## src/rtl/soc_obi_arbiter.sv

```systemverilog
// Round-robin OBI arbiter: N requestors share one OBI target, with address-phase
// lock, an outstanding-transaction limit and in-order response routing.
module soc_obi_arbiter #(
  parameter int unsigned NUM_MASTERS     = 2,
  parameter int unsigned ADDR_WIDTH      = 32,
  parameter int unsigned DATA_WIDTH      = 32,
  parameter int unsigned MAX_OUTSTANDING = 2
) (
  input  logic                                        clk_i,
  input  logic                                        reset_i,
  input  logic [NUM_MASTERS-1:0]                      m_req_i,
  output logic [NUM_MASTERS-1:0]                      m_gnt_o,
  input  logic [NUM_MASTERS-1:0][ADDR_WIDTH-1:0]      m_addr_i,
  input  logic [NUM_MASTERS-1:0]                      m_we_i,
  input  logic [NUM_MASTERS-1:0][DATA_WIDTH/8-1:0]    m_be_i,
  input  logic [NUM_MASTERS-1:0][DATA_WIDTH-1:0]      m_wdata_i,
  output logic [NUM_MASTERS-1:0]                      m_rvalid_o,
  output logic [NUM_MASTERS-1:0][DATA_WIDTH-1:0]      m_rdata_o,
  output logic                                        s_req_o,
  input  logic                                        s_gnt_i,
  output logic [ADDR_WIDTH-1:0]                       s_addr_o,
  output logic                                        s_we_o,
  output logic [DATA_WIDTH/8-1:0]                     s_be_o,
  output logic [DATA_WIDTH-1:0]                       s_wdata_o,
  input  logic                                        s_rvalid_i,
  input  logic [DATA_WIDTH-1:0]                       s_rdata_i,
  output logic [$clog2(MAX_OUTSTANDING+1)-1:0]        outstanding_o,
  output logic                                        err_o
);

  localparam int unsigned IDX_W = (NUM_MASTERS > 1) ? $clog2(NUM_MASTERS) : 1;
  localparam int unsigned PTR_W = (MAX_OUTSTANDING > 1) ? $clog2(MAX_OUTSTANDING) : 1;
  localparam int unsigned CNT_W = $clog2(MAX_OUTSTANDING + 1);

  logic [IDX_W-1:0] rr_ptr;
  logic             lock_q;
  logic [IDX_W-1:0] lock_idx;
  logic [IDX_W-1:0] id_mem [MAX_OUTSTANDING];
  logic [PTR_W-1:0] wr_ptr;
  logic [PTR_W-1:0] rd_ptr;
  logic [CNT_W-1:0] count;
  logic             err_q;

  logic [IDX_W-1:0] rr_winner;
  logic [IDX_W-1:0] winner;
  logic [IDX_W-1:0] rr_next;
  logic [IDX_W-1:0] head;
  logic             found;
  int unsigned      cand;
  logic             handshake;
  logic             fifo_empty;
  logic             pop;

  function automatic logic [PTR_W-1:0] ptr_inc(input logic [PTR_W-1:0] p);
    return (32'(p) == MAX_OUTSTANDING - 1) ? '0 : p + PTR_W'(1);
  endfunction

  // First requester at or after rr_ptr, wrapping.
  always_comb begin
    rr_winner = rr_ptr;
    found     = 1'b0;
    cand      = 0;
    for (int unsigned i = 0; i < NUM_MASTERS; i++) begin
      cand = 32'(rr_ptr) + i;
      if (cand >= NUM_MASTERS) cand = cand - NUM_MASTERS;
      if (!found && m_req_i[IDX_W'(cand)]) begin
        rr_winner = IDX_W'(cand);
        found     = 1'b1;
      end
    end
  end

  // A stalled address phase keeps its owner until the target accepts it.
  assign winner     = lock_q ? lock_idx : rr_winner;
  assign rr_next    = (winner == IDX_W'(NUM_MASTERS - 1)) ? '0 : winner + IDX_W'(1);
  assign s_req_o    = (|m_req_i) && (count < CNT_W'(MAX_OUTSTANDING));
  assign handshake  = s_req_o && s_gnt_i && !reset_i;
  assign fifo_empty = (count == '0);
  assign pop        = s_rvalid_i && !fifo_empty && !reset_i;
  assign head       = id_mem[rd_ptr];

  assign s_addr_o  = m_addr_i[winner];
  assign s_we_o    = m_we_i[winner];
  assign s_be_o    = m_be_i[winner];
  assign s_wdata_o = m_wdata_i[winner];

  // Grant and response routing; unselected rdata lanes stay zero.
  always_comb begin
    m_gnt_o    = '0;
    m_rvalid_o = '0;
    m_rdata_o  = '0;
    if (handshake) m_gnt_o[winner] = 1'b1;
    if (pop) begin
      m_rvalid_o[head] = 1'b1;
      m_rdata_o[head]  = s_rdata_i;
    end
  end

  always_ff @(posedge clk_i) begin
    if (reset_i) begin
      rr_ptr   <= '0;
      lock_q   <= 1'b0;
      lock_idx <= '0;
      wr_ptr   <= '0;
      rd_ptr   <= '0;
      count    <= '0;
      err_q    <= 1'b0;
    end else begin
      if (handshake) begin
        rr_ptr <= rr_next;
        lock_q <= 1'b0;
        wr_ptr <= ptr_inc(wr_ptr);
      end else if (s_req_o) begin
        lock_q   <= 1'b1;
        lock_idx <= winner;
      end
      if (pop) rd_ptr <= ptr_inc(rd_ptr);
      case ({handshake, pop})
        2'b10:   count <= count + CNT_W'(1);
        2'b01:   count <= count - CNT_W'(1);
        default: count <= count;
      endcase
      if (s_rvalid_i && fifo_empty) err_q <= 1'b1;
    end
  end

  // ID storage needs no reset: entries are only read below the count.
  always_ff @(posedge clk_i) begin
    if (handshake) id_mem[wr_ptr] <= winner;
  end

  assign outstanding_o = count;
  assign err_o         = err_q;

endmodule

```

## config.mk

```make
export PLATFORM = sky130hd
export DESIGN_NAME = soc_obi_arbiter
export DESIGN_NICKNAME = d
export VERILOG_FILES = /design/src/rtl/soc_obi_arbiter.sv
export SDC_FILE = /design/constraint.sdc
export NUM_CORES = 1
export LEC_CHECK = 0
export ABC_AREA = 0
export CAP_MARGIN = 40
export CORE_AREA = 2 2 121 123
export CTS_BUF_LIST = sky130_fd_sc_hd__clkbuf_8 sky130_fd_sc_hd__clkbuf_16
export DETAILED_ROUTE_END_ITERATION = 8
export DIE_AREA = 0 0 123 125
export HOLD_SLACK_MARGIN = 0.1
export PLACE_DENSITY = 0.61
export SYNTH_ARGS = -nofsm -noshare
export SYNTH_HDL_FRONTEND = slang
export SYNTH_SLANG_ARGS = --single-unit
```

## constraint.sdc

```tcl
create_clock -name clk_i -period 2.1 [get_ports clk_i]
set_input_delay 0.21 -clock clk_i [delete_from_list [all_inputs] [get_ports clk_i]]
set_output_delay 0.21 -clock clk_i [all_outputs]
set_load 0.005 [all_outputs]
```

# ---- Word-level counts from Yosys, hierarchy flattened
# Memory sizes are Yosys's and may differ from the RTL's. A register that Yosys moved wholly into a read port is not among the register bits.
# Cells that the tools add are included.
dict set report op_classes {
  add_sub_neg 8
  n_mul 0
  n_div 0
  n_lt_le_gt_ge 9
  n_eq_ne 2
  shift 0
  n_mux 35
  n_bitwise 2
  n_reduce_logical 17
}
# op n
set op_table {}
lappend op_table {{32-bit 2-to-1 mux} 5}
lappend op_table {{64-bit bitwise AND} 1}
lappend op_table {{64-bit 2-to-1 mux} 1}
lappend op_table {{32-bit demux with 1-bit select} 1}
lappend op_table {{1-bit 2-to-1 mux} 21}
lappend op_table {{1-bit logical AND} 9}
lappend op_table {{1-bit by 2-bit less-than comparator with 1-bit output (second input constant)} 4}
lappend op_table {{4-bit 2-to-1 mux} 2}
lappend op_table {{2-bit 2-to-1 mux} 2}
lappend op_table {{2-bit case mux with 2 select lines} 1}
lappend op_table {{2-bit OR reduction} 2}
lappend op_table {{1-bit adder (second input constant)} 3}
lappend op_table {{1-bit zero test} 3}
lappend op_table {{1-bit by 1-bit adder with 2-bit output (second input constant)} 1}
lappend op_table {{2-bit by 1-bit adder with 2-bit output (second input constant)} 1}
lappend op_table {{1-bit demux with 1-bit select} 2}
lappend op_table {{2-bit by 1-bit equality test with 1-bit output (second input constant)} 1}
lappend op_table {{2-bit equality test (second input constant)} 1}
lappend op_table {{1-bit greater-or-equal comparator (second input constant)} 2}
lappend op_table {{1-bit by 2-bit greater-or-equal comparator with 1-bit output (second input constant)} 1}
lappend op_table {{2-bit greater-or-equal comparator (second input constant)} 1}
lappend op_table {{2-bit zero test} 1}
lappend op_table {{2-bit less-than comparator (second input constant)} 1}
lappend op_table {{2-bit AND reduction} 1}
lappend op_table {{4 further kinds} 5}
dict set report word_totals {
  register_bits 8
  latch_bits 0
  mem_bits_rw 2
  rom_bits 0
  in_bits 176
  out_inout_bits 141
  wordCells 81
  mem_count 1
}
# memory words word_bits rd rd_ports_with_merged_regs wr line
set mem_list {}
lappend mem_list {id_mem 2 1 1 1 1 38} ;# logic [IDX_W-1:0] id_mem [MAX_OUTSTANDING];

# ---- Depth between registers and ports, before layout
# Gate-level depths: netlist of run 1.
dict set report depth {
  ltp_word 14
  mapped_depth 7
  depth_no_buf 6
}

# ---- Least setup slack after synthesis of run 1
# Ideal clock, no wire load.
dict set report synth_timing {
  kind {register to register}
  startpoint {register count[1], in the netlist outstanding_o[1]}
  endpoint {register count[1], in the netlist outstanding_o[1]}
  setup_ns 0.071
  t_arrival_ns 1.804
  required_ns 2.029
  path_slack_ns 0.225
  stages_incl_launch_ff 7
  n_path_buf 1
  period_less_slack_ns 1.875
  path_cell_list {dfxtp_1 > o21ba_2 > clkbuf_1 > nand3b_1 > ha_1 > or3_1 > a21oi_1}
}
dict set report synth_via {
  elab_chain_len 6
  word_cells_on_any_way 14
  cone_classes {add/sub (2); order compare (1); eq/ne (2); mux (1); reduce/logical (8)}
}
# item line
set synth_rtl {}
lappend synth_rtl {{from (decl)} 41} ;# logic [CNT_W-1:0] count;
lappend synth_rtl {{from (signal assigned)} 119} ;# 2'b10: count <= count + CNT_W'(1);
lappend synth_rtl {{from (signal assigned)} 120} ;# 2'b01: count <= count - CNT_W'(1);
lappend synth_rtl {{from (signal assigned)} 121} ;# default: count <= count;
lappend synth_rtl {{2-bit less-than comparator *} 76} ;# assign s_req_o = (|m_req_i) && (count < CNT_W'(MAX_OUTSTANDING));
lappend synth_rtl {{1-bit logical AND *} 76}
lappend synth_rtl {{net s_req_o} 19} ;# output logic s_req_o,
lappend synth_rtl {{1-bit logical AND * (2 in a row)} 77} ;# assign handshake = s_req_o && s_gnt_i && !reset_i;
lappend synth_rtl {{2-bit by 1-bit equality test with 1-bit output / 2-bit equality test (equally long branches)} 118} ;# case ({handshake, pop})
lappend synth_rtl {{2-bit case mux with 2 select lines / 2-bit nonzero test (equally long branches)} n/a}
# The timed path passes the listed nets; every way through them passes the cells marked *.
# A chain may end at the register's enable or synchronous reset.

# ---- Worst setup path after layout of run 1
dict set report layout_timing {
  startpoint {register rr_ptr}
  endpoint {output port s_wdata_o[10]}
}
dict set report layout_via {
  elab_chain_len 11
  word_cells_on_any_way 19
  cone_classes {add/sub (3); order compare (2); mux (12); reduce/logical (2)}
}
# item line
set layout_rtl {}
lappend layout_rtl {{from (decl)} 35} ;# logic [IDX_W-1:0] rr_ptr;
lappend layout_rtl {{from (signal assigned)} 110} ;# rr_ptr <= rr_next;
lappend layout_rtl {{1-bit by 2-bit greater-or-equal comparator with 1-bit output / 1-bit subtractor (equally long branches)} 65} ;# if (cand >= NUM_MASTERS) cand = cand - NUM_MASTERS;
lappend layout_rtl {{1-bit 2-to-1 mux} 65}
lappend layout_rtl {{1-bit 2-to-1 mux (not written as such) (2 in a row)} 66} ;# if (!found && m_req_i[IDX_W'(cand)]) begin
lappend layout_rtl {{1-bit 2-to-1 mux} 66}
lappend layout_rtl {{1-bit zero test} 66}
lappend layout_rtl {{1-bit logical AND} 66}
lappend layout_rtl {{1-bit 2-to-1 mux *} 66}
lappend layout_rtl {{1-bit 2-to-1 mux *} 74} ;# assign winner = lock_q ? lock_idx : rr_winner;
lappend layout_rtl {{32-bit 2-to-1 mux (not written as such) * (2 in a row)} 85} ;# assign s_wdata_o = m_wdata_i[winner];
lappend layout_rtl {{to (decl)} 24} ;# output logic [DATA_WIDTH-1:0] s_wdata_o,
# Every way passes the cells marked *; elsewhere a longest branch is shown, timed or not. The select of a mux whose other input is x is not followed.

==> run_results.csv, run 1 <==
group,metric,value,unit
clocking,cts_tree,"done",
status,violations,"negative setup slack",
timing,setup_tns,-74.3,ps
floorplan,dieWidth,123,um
floorplan,dieArea,0.0154,mm^2
worst_setup_path,cp-end-kind,"primary output",
timing,layout_setup_ws,-26.9,ps
route,viasPerCell,4.16,
route,routed_wirelength,12900,um
clocking,cts_buffers,3,
floorplan,ios,317,
run,drv_cap,0,
synthesis,synth_top_area_share,0.434,
worst_setup_path,rr_endpoint,"outstanding_o[1]",
route,wl_per_cell,17.6,um
timing,drv_slew,0,
worst_setup_path,reg2reg_from,"outstanding_o[1]",
synthesis,yosysWarningCount,0,
timing,period_share,1.01,
route,via_count,3039,
synthesis,ys_seq_area_frac,0.132,
synthesis,synthTopCellsByArea,"mux2_2 43%, and3_1 22%, dfxtp_1 9.9%",
synthesis,yosysTopAreaCell,"mux2_2",
final_layout,area_growth,216,%
synthesis,synth-seq-cells,11,
hold_path,hp-class,"primary input to flip-flop",
synthesis,avgSynthCellArea,8.74,um^2
hold_path,hp-start,"s_rvalid_i",
timing,layout_min_cycle_time,2130,ps
place,io_buffers,316,
grt,grt_overflow,0,
floorplan,core-area,0.0142,mm^2
place,place.gp.congestion,0.937,
grt,grt_start_max_net_pins,65,
worst_setup_path,critPathRequiredTime,1890,ps
clocking,ctsLongestPathBuffers,2,
clocking,cts-htree-levels,1,
power_and_ir_drop,ir_drop,400,uV
grt,grt_usage,0.140,
synthesis,syn-num-nets,385,
synthesis,ys.flop_type,"dfxtp_1",
clocking,cts_root_buffer,"clkbuf_16",
timing,max_freq,0.470,GHz
final_layout,antennaDiodeCount,0,
worst_setup_path,critPathKind,"flip-flop to primary output",
floorplan,rows,44,
synthesis,synthCells,208,
grt,grt_pass1_vias,2943,
hold_path,min_to,"err_o",
clocking,clk_latency,230,ps
worst_setup_path,rr_worst_depth,5,
timing,worst_clock_skew,2.42,ps
timing,rsz0062_at_grt,"true",
status,status,"finished, violations left",
clocking,hold_buffers,0,
final_layout,instances_no_fill,731,
synthesis,synth_cell_types,30,
timing,tightest_slew,312,ps
timing,slew_headroom,0.792,
clocking,clk_pin_slew,40,ps
synthesis,synthesis.area,0.00182,mm^2
final_layout,final_layout_size_suffix_gt1_frac,0.349,
route,drtIter0Drc,80,
floorplan,dieHeight,125,um
clocking,cts_sinks,11,
route,final_antenna_net_count,0,
worst_setup_path,start_kind,"flip-flop",
route,drt_first_pass_iters,4,
final_layout,finalInstanceArea,0.00575,mm^2
timing,setup_viol,3,
final_layout,nets,725,
place,hpwl,9820,um
place,placed_cell_area,0.00529,mm^2
route,drc,0,
synthesis,synth-edff-count,2,
worst_setup_path,worstPathMaxFanout,5,
worst_setup_path,arrival,1920,ps
power_and_ir_drop,power.static_leakage,0.00334,uW
floorplan,start_util,0.128,
hold_path,whs_path_depth,3,
place,dp_cells,704,
grt,grt_pass1_wl,16800,um
timing,hold_viol_final,0,
power_and_ir_drop,cellPowerDensity,341,mW/mm^2
grt,antenna_found_initial,0,
worst_setup_path,r2r_slack,360,ps
synthesis,async_reset_ff_frac,0,
==> cell type report <==
cell class / instances / area (um^2)
fillers: 1406 / 8450
repair buffers: 357 / 3640
multi-input cells: 174 / 1560
flip-flops and latches: 11 / 245
well taps: 184 / 230
clock buffers: 3 / 75.1
clock inverters: 1 / 3.75
inverters: 1 / 3.75
==> synth_stat cells (2+ instances only) <==
cell type / count
clkbuf_1: 14
dfxtp_1: 9
xor2_1: 2
nor2_1: 12
mux2_2: 70
nor3_1: 4
edfxtp_1: 2
and3_1: 64
buf_6: 7
a21oi_1: 4
==> worst max-delay path: stages, from the launching register on <==
cell      delay, ps
dfxtp_4         380
a21boi_4         70
o31ai_4         290
buf_12          160
buf_12          110
buf_8           110
buf_16          120
mux2_2          320
buf_2           130
==> state kept, by name, summed over array words and instances, names as in the netlist, named ones only <==
register       flops
rd_ptr             1
lock_q             1
rr_ptr             1
id_mem             2
err_o              1
outstanding_o      2
lock_idx           1
wr_ptr             1
==> metal layers <==
layer  routed length, um  vias to the layer above  global-route usage  share of wire
li1                    -                     1449                   -              -
met1                5140                     1422               0.170           0.40
met2                6430                      150               0.259           0.50
met3                1030                       18              0.0260          0.080
met4                 260                        0              0.0227          0.020
met5                   0                        -                   0              0
==> cells by family (layout without fill, tap and decap cells) <==
| group | after synthesis | after routing | synth area share |
|---|---|---|---|
| XOR/XNOR | 3 | 3 | 0.0145 |
| buffers and inverters | 23 | 362 | 0.0771 |
| flip-flops | 11 | 11 | 0.132 |
| AO/OA/AOI/OAI | 12 | 12 | 0.0516 |
| adder cells (fa/ha/maj) | 1 | 1 | 0.00688 |
| multiplexers | 71 | 71 | 0.439 |
| AND/OR/NAND/NOR | 87 | 87 | 0.279 |
==> cells in the final DEF (no fill, tap or decap), types with 2 or more instances in the layout <==
master           netlist  routed
dlygate4sd2_1          0       5
dfxtp_1                9       7
clkbuf_2               0      39
nor2_1                12      10
a21oi_1                4       4
edfxtp_1               2       2
buf_12                 0      11
buf_4                  0      12
mux2_4                 0      24
inv_1                  1       2
buf_6                  7      21
mux2_2                70      46
clkbuf_16              0       7
dlymetal6s2s_1         0      44
and3_1                64      64
clkdlybuf4s50_1        0     198
buf_16                 0       3
xor2_1                 2       2
buf_2                  1      16
nor3_1                 4       4
buf_8                  0       3
nor2_4                 0       2
==> timing repair <==
action | CTS | global route
pin swaps | 2 | 2
setup endpoints to repair | 85 | 131
gates cloned | 5 | 5
resized for setup | 240 | 108
buffers inserted | 14 | 4
==> power breakdown <==
group	total (uW)	switching [uW]	internal, uW
sequential	257	19.1	238
clock	334	85.1	249
combinational	1370	452	918
total	1960	556	1410
==> stage by stage <==
step	setup WS, ps	hold slack (ps)	util	total power (uW)
floorplan	225	349	-	670
global placement	-398	460	0.373	1470
detailed placement	-442	485	0.373	1490
CTS	-79.7	503	0.399	1960
global route	-101	331	0.405	2070
finish	-26.9	295	0.405	1960
==> worst max-delay path by stage <==
stage	start	endpoint	slack, ps	cells past startpoint
floorplan	outstanding_o[1]	outstanding_o[1]	230	6
global placement	m_req_i[1]	s_wdata_o[6]	-400	7
detailed placement	m_req_i[1]	s_wdata_o[8]	-440	7
CTS	rr_ptr	s_wdata_o[25]	-80	9
global route	rr_ptr	s_addr_o[12]	-100	8
finish	rr_ptr	s_wdata_o[10]	-30	8
(Power assumes the default switching activity.)
==> inputs of run 2 (changes only) <==
Settings changed: ABC_AREA 0 to unset.
==> results of run 2 <==
No change in the layout: final DEF, timing and power equal those of run 1.
==> inputs of run 3 (changes only) <==
Settings changed: CELL_PAD_IN_SITES_DETAIL_PLACEMENT set to 0, CELL_PAD_IN_SITES_GLOBAL_PLACEMENT set to 1, CORE_AREA 2 2 121 123 to unset, CORE_MARGIN set to 2, CORE_UTILIZATION set to 12, DIE_AREA 0 0 123 125 to unset, PLACE_DENSITY 0.61 to 0.87.
==> run_results.csv, run 3 (synthesis results as in run 1) <==
group,metric,value,unit
grt,grt_pass1_wl,19500,um
place,dpl_worst_slack,-420,ps
grt,grt_usage,0.155,
route,wl_per_cell,18.6,um
worst_setup_path,worstPathMaxFanout,5,
final_layout,nets,740,
status,status,"finished, violations left",
final_layout,final_common_cell,"clkdlybuf4s50_1",
timing,setup_viol,18,
power_and_ir_drop,ir_drop,296,uV
route,routed_wirelength,13900,um
run,drv_cap,0,
route,drc,0,
timing,slew_headroom,0.790,
timing,layout_setup_ws,-65.6,ps
clocking,clk_pin_slew,40,ps
timing,rsz0062_at_grt,"true",
clocking,cts_tree,"done",
clocking,cts_root_buffer,"clkbuf_16",
floorplan,core-area,0.0146,mm^2
timing,period_share,1.03,
worst_setup_path,arrival,1960,ps
final_layout,instances_no_fill,747,
place,hpwl,10700,um
floorplan,rows,44,
final_layout,fillCellCount,1470,
place,dp_cells,709,
floorplan,ios,317,
place,place.gp.congestion,0.952,
timing,drv_slew,0,
final_layout,final_layout_size_suffix_gt1_frac,0.351,
final_layout,finalInstanceArea,0.00591,mm^2
worst_setup_path,critPathKind,"flip-flop to primary output",
clocking,cts_sinks,11,
power_and_ir_drop,total_power,2060,uW
floorplan,dieHeight,127,um
route,drtIter0Drc,111,
floorplan,dieWidth,127,um
clocking,clk_latency,230,ps
floorplan,start_util,0.124,
place,placed_cell_area,0.00533,mm^2
floorplan,dieArea,0.0162,mm^2
final_layout,layout_common_cells,"211 x clkdlybuf4s50_1, 64 x and3_1, 43 x mux2_2",
grt,antenna_found_initial,1,
grt,grt_overflow,0,
timing,tightest_slew,315,ps
timing,hold_viol_final,0,
hold_path,hp-class,"primary input to flip-flop",
route,viasPerCell,4.10,
route,drt_first_pass_iters,5,
worst_setup_path,start_kind,"flip-flop",
timing,worst_clock_skew,2.47,ps
place,io_buffers,316,
clocking,ctsLongestPathBuffers,2,
worst_setup_path,critPathRequiredTime,1890,ps
grt,grt_start_max_net_pins,34,
power_and_ir_drop,power.static_leakage,0.00292,uW
grt,grt_pass1_vias,3256,
final_layout,area_growth,225,%
route,final_antenna_net_count,0,
worst_setup_path,cp-end-kind,"primary output",
clocking,cts-htree-levels,1,
clocking,cts_buffers,3,
route,via_count,3059,
status,violations,"negative setup slack",
power_and_ir_drop,cellPowerDensity,349,mW/mm^2
timing,layout_min_cycle_time,2170,ps
timing,max_freq,0.462,GHz
run 3: per-layer routing:
metal	track usage	part of all wire
met5	0	0
met4	0.0220	0.013
met3	0.0444	0.070
met2	0.287	0.52
met1	0.182	0.40
run 3: timing repair:
item                       4_1_cts  5_1_grt
setup buffers                   25        3
gates resized for setup        259       88
pin swaps                        3        3
hold endpoints to repair         0        0
cloned                          10        0
setup endpoints to repair      135       82
hold buffers                     0        0
run 3: cell type report:
cell class,instances,area (um^2),area share
Antenna cell,1,2.50,0.000423
Clock inverter,1,3.75,0.000635
Clock buffer,3,75.1,0.0127
Timing Repair Buffer,372,3770,0.637
Tap cell,184,230,0.0389
Multi-Input combinational cell,174,1580,0.267
Inverter,1,3.75,0.000635
Sequential cell,11,251,0.0425
run 3: worst max-delay path, cell delays in order (launching register included):
cell,delay (ps)
dfxtp_4,370
a21boi_4,70
o31ai_4,280
buf_12,160
buf_8,100
buf_8,120
buf_12,120
buf_6,90
mux2_4,290
buf_6,120
run 3: report_power, final:
part	internal, uW	leakage (uW)	switching (uW)
clock network	249	0.0000423	85.1
registers	238	0.0000948	18.7
logic	991	0.00279	482
total	1480	0.00292	586
run 3: worst paths after layout:
| path | slack (ps) | endpoint | cells after the start | start |
|---|---|---|---|---|
| setup / recovery | -70 | s_addr_o[4] | 9 | rr_ptr |
| setup reg to reg | 150 | outstanding_o[1] | 7 | outstanding_o[1] |
| hold reg to reg | 480 | err_o | 2 | err_o |
| hold / removal | 440 | err_o | 3 | s_rvalid_i |
run 3: per-stage QoR:
step / hold slack, ps / utilization / TNS, ps
after floorplan: 349 / - / 0
after global placement: 460 / 0.364 / -27410
after detailed placement: 453 / 0.364 / -30490
after CTS: 388 / 0.398 / -550
after global routing: 442 / 0.404 / -2880
final: 442 / 0.404 / -398
